==> src/rtl/huffman_pkg.sv <==
// Shared constants and FSM state type for the Huffman frequency/min-finder stage.
package huffman_pkg;

    localparam int SYM_N     = 10;
    localparam int NODE_N    = 19;
    localparam int IDX_W     = 5;
    localparam int ROOT_BASE = 10;
    localparam int MERGE_N   = 9;

    typedef enum logic [1:0] {
        ST_COUNT,
        ST_MERGE,
        ST_DONE
    } state_t;

endpackage

==> src/rtl/huffman_min2.sv <==
// Combinational finder for the two lowest-weight active nodes, lowest index wins ties.
module huffman_min2
    import huffman_pkg::*;
#(
    parameter int W_W = 20
) (
    input  logic [NODE_N-1:0]          i_active,
    input  logic [NODE_N-1:0][W_W-1:0] i_weight,
    output logic [IDX_W-1:0]           o_min1,
    output logic [IDX_W-1:0]           o_min2
);

    logic           w_found1;
    logic           w_found2;
    logic [W_W-1:0] w_best1;
    logic [W_W-1:0] w_best2;

    // Strict less-than while scanning upward keeps the lowest index on a tie.
    always_comb begin
        w_found1 = 1'b0;
        w_found2 = 1'b0;
        w_best1  = '0;
        w_best2  = '0;
        o_min1   = '0;
        o_min2   = '0;
        for (int i = 0; i < NODE_N; i++) begin
            if (i_active[i] && (!w_found1 || (i_weight[i] < w_best1))) begin
                w_found1 = 1'b1;
                w_best1  = i_weight[i];
                o_min1   = IDX_W'(i);
            end
        end
        for (int i = 0; i < NODE_N; i++) begin
            if (i_active[i] && (IDX_W'(i) != o_min1) &&
                (!w_found2 || (i_weight[i] < w_best2))) begin
                w_found2 = 1'b1;
                w_best2  = i_weight[i];
                o_min2   = IDX_W'(i);
            end
        end
    end

endmodule

==> src/rtl/huffman_freq_min.sv <==
// Counts symbol frequencies, then presents the two smallest active nodes each cycle of the tree merge.
module huffman_freq_min
    import huffman_pkg::*;
#(
    parameter int CNT_W = 16,
    parameter int W_W   = 20
) (
    input  logic             clk,
    input  logic             rst,
    input  logic             sym_valid,
    input  logic [3:0]       sym,
    input  logic             sym_last,
    output logic             sym_ready,
    input  logic [IDX_W-1:0] new_root_index,
    output logic             data_count_finish,
    output logic [IDX_W-1:0] min1,
    output logic [IDX_W-1:0] min2,
    output logic             merge_done,
    output logic             sym_err
);

    localparam logic [W_W-1:0] CNT_MAX = W_W'((64'd1 << CNT_W) - 64'd1);

    state_t                   r_state;
    logic [W_W-1:0]           r_weight [NODE_N];
    logic [NODE_N-1:0]        r_active;
    logic [3:0]               r_mergeCnt;
    logic                     r_symReady;
    logic                     r_dataCountFinish;
    logic                     r_mergeDone;
    logic                     r_symErr;
    logic [IDX_W-1:0]         r_min1;
    logic [IDX_W-1:0]         r_min2;

    logic [NODE_N-1:0][W_W-1:0] w_weightBus;
    logic [IDX_W-1:0]           w_min1;
    logic [IDX_W-1:0]           w_min2;
    logic [W_W-1:0]             w_sum;
    logic                       w_accept;
    logic                       w_symLegal;
    logic                       w_rootOk;

    always_comb begin
        for (int i = 0; i < NODE_N; i++) begin
            w_weightBus[i] = r_weight[i];
        end
    end

    huffman_min2 #(.W_W(W_W)) u_min2 (
        .i_active (r_active),
        .i_weight (w_weightBus),
        .o_min1   (w_min1),
        .o_min2   (w_min2)
    );

    assign w_accept   = sym_valid & r_symReady & (r_state == ST_COUNT);
    assign w_symLegal = (sym < 4'(SYM_N));
    assign w_rootOk   = (new_root_index >= IDX_W'(ROOT_BASE)) &&
                        (new_root_index <  IDX_W'(NODE_N));
    assign w_sum      = w_weightBus[w_min1] + w_weightBus[w_min2];

    always_ff @(posedge clk) begin
        if (rst) begin
            r_state           <= ST_COUNT;
            for (int i = 0; i < NODE_N; i++) begin
                r_weight[i] <= '0;
            end
            r_active          <= NODE_N'((1 << SYM_N) - 1);
            r_mergeCnt        <= '0;
            r_symReady        <= 1'b1;
            r_dataCountFinish <= 1'b0;
            r_mergeDone       <= 1'b0;
            r_symErr          <= 1'b0;
            r_min1            <= IDX_W'(0);
            r_min2            <= IDX_W'(1);
        end else begin
            case (r_state)
                ST_COUNT: begin
                    if (w_accept) begin
                        if (w_symLegal) begin
                            if (r_weight[sym] != CNT_MAX) begin
                                r_weight[sym] <= r_weight[sym] + W_W'(1);
                            end
                        end else begin
                            r_symErr <= 1'b1;
                        end
                        if (sym_last) begin
                            r_state           <= ST_MERGE;
                            r_symReady        <= 1'b0;
                            r_dataCountFinish <= 1'b1;
                        end
                    end
                end
                ST_MERGE: begin
                    // The new root slot is never one of the two minima: it is inactive until this edge.
                    r_active[w_min1] <= 1'b0;
                    r_active[w_min2] <= 1'b0;
                    if (w_rootOk) begin
                        r_weight[new_root_index] <= w_sum;
                        r_active[new_root_index] <= 1'b1;
                    end
                    r_min1     <= w_min1;
                    r_min2     <= w_min2;
                    r_mergeCnt <= r_mergeCnt + 4'd1;
                    if (r_mergeCnt == 4'(MERGE_N - 1)) begin
                        r_state     <= ST_DONE;
                        r_mergeDone <= 1'b1;
                    end
                end
                ST_DONE: begin
                end
                default: begin
                    r_state <= ST_COUNT;
                end
            endcase
        end
    end

    assign sym_ready         = r_symReady;
    assign data_count_finish = r_dataCountFinish;
    assign merge_done        = r_mergeDone;
    assign sym_err           = r_symErr;
    assign min1              = (r_state == ST_MERGE) ? w_min1 : r_min1;
    assign min2              = (r_state == ST_MERGE) ? w_min2 : r_min2;

endmodule

==> config.mk <==
export PLATFORM = sky130hd
export DESIGN_NAME = huffman_freq_min
export DESIGN_NICKNAME = d
export VERILOG_FILES = /design/src/rtl/huffman_pkg.sv /design/src/rtl/huffman_min2.sv /design/src/rtl/huffman_freq_min.sv
export SDC_FILE = /design/constraint.sdc
export NUM_CORES = 2
export LEC_CHECK = 0
export BUFFER_PORTS_ARGS = -buffer_cell sky130_fd_sc_hd__clkbuf_2
export CORE_ASPECT_RATIO = 1.25
export CORE_MARGIN = 2
export CORE_UTILIZATION = 53
export CTS_CLUSTER_SIZE = 8
export DETAILED_ROUTE_END_ITERATION = 7
export PLACE_DENSITY = 0.73
export SYNTH_ARGS = -nofsm -noshare
export SYNTH_HDL_FRONTEND = slang
export SYNTH_HIERARCHICAL = 1
export SYNTH_SLANG_ARGS = --single-unit
==> constraint.sdc <==
create_clock -name clk -period 144.3 [get_ports clk]
set_input_delay 28.86 -clock clk [delete_from_list [all_inputs] [get_ports clk]]
set_output_delay 28.86 -clock clk [all_outputs]
set_load 0.02 [all_outputs]
# After elaboration in Yosys (flattened, before gate mapping)
# Memory sizes are Yosys's and may differ from the RTL's.
# Index checks and enable logic that the tools add are counted.
# totals
register_bits	39
mem_bits_rw	380
in_bits	13
out_inout_bits	14
elab_cells	374
n_memories	1
# mem_list
memory	words	width	rd	rd_clocked_by_memory_dff	wr	line_no	rtl
r_weight	19	20	20	0	19	huffman_freq_min.sv:25	logic [W_W-1:0] r_weight [NODE_N];
# classes
add_sub_neg	3
magnitude_cmp	45
n_eq_ne	25
n_mux	143
bitwise_logic	9
reduce_logical	139
# ops
cell	count
two-way mux 20 bit	40
less-than comparator 20 bit	36
binary-select mux 20 bit (select 5 bit)	2
two-way mux 4 bit	16
logical AND 1 bit	59
two-way mux 1 bit	55
two-way mux 5 bit	10
inequality test 4 x 5 -> 1 bit, first input constant	8
OR reduction 20 bit	2
bitwise AND 19 bit	2
inverter 19 bit	2
zero test 1 bit	36
logical OR 1 bit	36
two-way mux 3 bit	8
adder 20 x 1 -> 20 bit, second input constant	1
adder 20 bit	1
inequality test 20 x 16 -> 1 bit, second input constant	1
inequality test 3 x 5 -> 1 bit, first input constant	4
two-way mux 19 bit	1
OR 19 bit	1
less-than comparator 5 x 6 -> 1 bit, second input constant	3
demux 1 bit (select 5 bit)	3
greater-or-equal comparator 5 x 1 -> 1 bit, second input constant	3
inequality test 5 bit, first input constant	3
other kinds (19)	31

# Logic depth before layout (Yosys ltp)
# An unclocked memory read counts as a cell.
# logic_depth
word_depth	157
depth_mapped	630
mapped_depth_nobuf	558

# Modules after synthesis
# Netlist, hierarchy kept.
# modules_own_cells
mod	n_inst	cells_each	area_each_um2	seq_area_each_um2
huffman_min2	1	4278	29230.5	0.0
huffman_freq_min	1	2084	25909.8	11991.5

# Least setup slack after synthesis
# Ideal clock, no wire load.
# synth_path
path_kind	flip-flop to output port
startpoint	register r_active[0]
endpoint	output min2[0]
arrival_time_ns	97.676
required_time_ns	115.440
setup_slack_ns	17.764
path_stages_with_launch	583
n_path_buf	77
cell_sequence	dfxtp_1 -> clkbuf_1 -> buf_1 -> buf_1 -> nand2_1 -> ha_1 -> and2_1 -> a221o_1 -> a21oi_1 -> a31o_1 -> clkbuf_1 -> clkbuf_1 -> nand2_1 -> o21ai_0 -> inv_1 -> ha_1 -> a211oi_1 -> nand2_1 -> [... 547 more ...] -> a21oi_1 -> nor2b_1 -> o21ai_0 -> nand2b_1 -> a221o_1 -> a21o_1 -> a21o_1 -> o22ai_1 -> nand2_1 -> o41ai_4 -> a311oi_1 -> clkbuf_1 -> buf_2 -> buf_1 -> buf_2 -> buf_1 -> nand2_1 -> nand2_1
# synth_via
elab_chain_cells	149
elab_cells_between_ends	291
classes_between	order compare: 36; eq/ne: 18; mux: 109; reduce/logical: 128
# synth_rtl
element	line_no	rtl
start, declared	huffman_freq_min.sv:26	logic [NODE_N-1:0] r_active;
start signal, assigned	huffman_freq_min.sv:68	r_active <= NODE_N'((1 << SYM_N) - 1);
two-way mux 20 bit / two-way mux 1 bit (equally long branches)	huffman_min2.sv:27	if (i_active[i] && (!w_found1 || (i_weight[i] < w_best1))) begin
less-than comparator 20 bit / zero test 1 bit (equally long branches)	huffman_min2.sv:27	
logical OR 1 bit	huffman_min2.sv:27	
logical AND 1 bit	huffman_min2.sv:27	
two-way mux 20 bit / two-way mux 1 bit (equally long branches)	huffman_min2.sv:27	
less-than comparator 20 bit / zero test 1 bit (equally long branches)	huffman_min2.sv:27	
logical OR 1 bit	huffman_min2.sv:27	
logical AND 1 bit	huffman_min2.sv:27	
[... 134 more ...]	--	
logical AND 1 bit	huffman_min2.sv:34	if (i_active[i] && (IDX_W'(i) != o_min1) &&
two-way mux 20 bit / two-way mux 1 bit (equally long branches)	huffman_min2.sv:34	
less-than comparator 20 bit / zero test 1 bit (equally long branches)	huffman_min2.sv:35	(!w_found2 || (i_weight[i] < w_best2))) begin
logical OR 1 bit	huffman_min2.sv:35	
logical AND 1 bit	huffman_min2.sv:34	
two-way mux 5 bit (*)	huffman_min2.sv:34	
named net w_min2[0]	huffman_freq_min.sv:37	logic [IDX_W-1:0] w_min2;
two-way mux 5 bit (*)	--	
end, declared	huffman_freq_min.sv:17	output logic [IDX_W-1:0] min2,
# The timed path passes the listed nets; every way through them passes the cells marked *.

# Worst setup path in the final report
# layout_path
startpoint	register r_active[0]
endpoint	output min2[4]
# Same word-level chain as after synthesis.

==> results.json <==
{
  "run_status": "finished with violations",
  "failed_checks": "design-rule violations, max-capacitance violations, max-slew violations",
  "reg_to_reg_end": "r_weight[10][18]",
  "finalWorstPathRequiredPeriod_ps": 135410,
  "grt.overflow.total": 0,
  "synth_ff_type": "sky130_fd_sc_hd__edfxtp_1",
  "area_growth_syn_to_layout_pct": 5.04,
  "path_common_cell": "sky130_fd_sc_hd__a21oi_1",
  "finalNonFillerCells": 7585,
  "cts.root.buffer_cell": "sky130_fd_sc_hd__clkbuf_16",
  "initial_core_util": 0.533,
  "edff_count_synth": 360,
  "detailedRoute.firstPassIterationCount": 8,
  "timing.setup.tns_ps": 0,
  "horizontal_die_dimension_um": 292,
  "cts_buffers": 60,
  "drt-vias-per-instance": 7.33,
  "worst_path_dominant_cell_family": "compound AO/OA/AOI/OAI gates",
  "hp-start": "merge_done",
  "critical_path.max_fanout": 47,
  "max-slew-margin-rel": -0.00612,
  "die_area_um2": 107000,
  "placement.cell_area_um2": 56100,
  "max-clock-path-buffers": 3,
  "via_count_of_the_first_global_routing_pass": 51400,
  "grt_antenna_before_repair": 13,
  "port_buffers": 26,
  "placement_rows": 132,
  "post-route-cell-area_um2": 57900,
  "dpl.cell_count": 7483,
  "timing.hold.worst.class": "reg2reg",
  "drive_above_1_share": 0.123,
  "floorplan.io_pins": 27,
  "synthCells": 6362,
  "ys.warnings.count": 6,
  "grt_first_pass_wirelength_mm": 380,
  "netlist_area_um2": 55100,
  "report.final.setup_viol": 0,
  "postCtsHoldBufs": 0,
  "mostFrequentLayoutCells": "sky130_fd_sc_hd__nor2_1 (698), sky130_fd_sc_hd__ha_1 (684), sky130_fd_sc_hd__inv_1 (527), sky130_fd_sc_hd__a21oi_1 (485), sky130_fd_sc_hd__nand2_1 (427)",
  "critPathSlowestCell": "sky130_fd_sc_hd__a2111oi_1",
  "ys_seq_elements": 419,
  "post-dp-hpwl_mm": 214,
  "core-area_um2": 103000,
  "timing_worst_slew_pin_value_ps": 1500,
  "synthesis.area_per_instance_um2": 8.67,
  "worst-endpoint-arrival_ps": 106550,
  "finalMaxSlewViolations": 4,
  "route.antenna.remaining_nets": 0,
  "globalplace.congestion": 1.14,
  "final_critical_path_share_of_the_clock_period": 0.938,
  "worst_path_largest_cell_delay_ps": 670,
  "grt_max_degree": 59,
  "grt_setup_unrepaired": "false",
  "finalCoreUtilization": 0.560,
  "worst-r2r-setup-slack_ps": 32940,
  "endpoint_kind": "output port",
  "post_detailed_routing_wire_length_mm": 275,
  "cts_sinks": 419,
  "htreeDepth": 2,
  "maxCapViolCount": 2,
  "largest_clock_skew_in_the_final_design_ps": 43.1,
  "worstSkewPairLatency_ps": 690,
  "path_clk_slew_ps": 50,
  "wp_buf_inv": 48,
  "synth_async_sr_flop_share": 0,
  "dr.first_iter.drc_count": 9414,
  "finalHoldViolations": 0,
  "detailroute.via_count": 55600,
  "synth.lib_cells_used.distinct": 143,
  "layout.cells.most_common": "sky130_fd_sc_hd__nor2_1",
  "r2r_cells": 555,
  "holdPathEnd": "merge_done",
  "worstSetupPathType": "reg2out",
  "r2r_start": "r_active[0]",
  "achievable-frequency_mhz": 7.39,
  "globalRouteTotalUtil": 0.500,
  "timing.hold.worst_path_depth": 2,
  "route.detailed.drc": 6,
  "cp_data_required_time_ps": 115440,
  "synthesis.nets": 7060,
  "nNetsFinal": 6903,
  "ys_seq_area_frac": 0.217,
  "fill_cells": 9439,
  "setup.worst_path.start_class": "register",
  "wire_length_per_cell_after_detailed_routing_um": 36.2,
  "tritoncts": "yes",
  "die-height_um": 365
}
==> final cells by class <==
type                    count  area [um^2]  share of cell area
multi-input cells        5058        39600               0.683
flip-flops and latches    419        12000               0.207
inverters                 530         1990              0.0343
well taps                1340         1680              0.0289
clock buffers              89         1640              0.0283
repair buffers            136          965              0.0167
clock inverters             6         66.3             0.00114
diodes                      7         17.5            0.000302
==> flip-flops by register name, summed over array words and instances (netlist names) <==
signal	flops
data_count_finish	1
r_active	19
r_weight	380
r_min1	5
r_state	2
r_min2	5
merge_done	1
r_mergeCnt	4
sym_err	1
sym_ready	1
==> synth_stat cells (59+ instances only) <==
master,number,area share
sky130_fd_sc_hd__nor2_1,704,0.048
sky130_fd_sc_hd__mux2i_1,218,0.040
sky130_fd_sc_hd__a211oi_1,81,0.011
sky130_fd_sc_hd__a22oi_1,67,0.0091
sky130_fd_sc_hd__nand4_1,137,0.016
sky130_fd_sc_hd__a21o_1,179,0.024
sky130_fd_sc_hd__dfxtp_1,59,0.021
sky130_fd_sc_hd__nand2b_1,122,0.014
sky130_fd_sc_hd__mux2_2,151,0.031
sky130_fd_sc_hd__inv_1,527,0.036
sky130_fd_sc_hd__ha_1,684,0.16
sky130_fd_sc_hd__nand3_1,115,0.010
sky130_fd_sc_hd__o21ai_0,384,0.035
sky130_fd_sc_hd__buf_1,59,0.0040
sky130_fd_sc_hd__edfxtp_1,360,0.20
sky130_fd_sc_hd__nor3_1,71,0.0064
sky130_fd_sc_hd__nor2b_1,145,0.016
sky130_fd_sc_hd__nand2_1,430,0.029
sky130_fd_sc_hd__a21oi_1,487,0.044
sky130_fd_sc_hd__mux4_2,214,0.087
sky130_fd_sc_hd__clkbuf_1,192,0.013
==> cell families after synthesis <==
family,Yosys count,synth area share
compound gates,1744,0.213
xor+xnor,49,0.00778
flops,419,0.217
mux,597,0.163
fa+ha+maj,687,0.156
simple gates,1981,0.173
buf+inv,885,0.0693
==> timing repair <==
item	in CTS	in global routing
setup endpoints to repair	0	5
buffers inserted	0	0
gates resized for setup	0	17
==> layer usage <==
metal,track usage,routed length (um),part of all wire
met5,0.00271,84,0.00031
met4,0.397,27500,0.10
met3,0.168,38800,0.14
met2,0.724,111000,0.40
met1,0.607,97200,0.35
==> worst reg2reg max path: cells and delay by family, from the launching register on <==
family	cells	cell delay [ps]
buffers and inverters	49	9470
multiplexers	15	5770
XOR/XNOR	1	270
AND/OR/NAND/NOR	163	21400
AO/OA/AOI/OAI	289	62470
adder cells (fa/ha/maj)	38	11330
flip-flops	1	350
==> worst max path at each step <==
stage                           start      end  cells past startpoint  slack, ps
after floorplan           r_active[0]  min2[0]                    582      17760
after global placement    r_active[0]  min2[4]                    537      11050
after detailed placement  r_active[0]  min2[4]                    540       8640
after CTS                 r_active[0]  min2[4]                    540       7680
after global routing      r_active[0]  min2[4]                    548        240
final                     r_active[0]  min2[4]                    542       8890
==> per-stage QoR <==
step / hold WS [ps] / setup slack, ps
after floorplan: 425 / 17760
after global placement: 434 / 11050
after detailed placement: 441 / 8640
after CTS: 464 / 7680
after global routing: 487 / 241
final: 454 / 8890
Power is left out: the tool's default activity adds up to more than one toggle a clock period on the data nets, which glitch-free logic cannot reach.
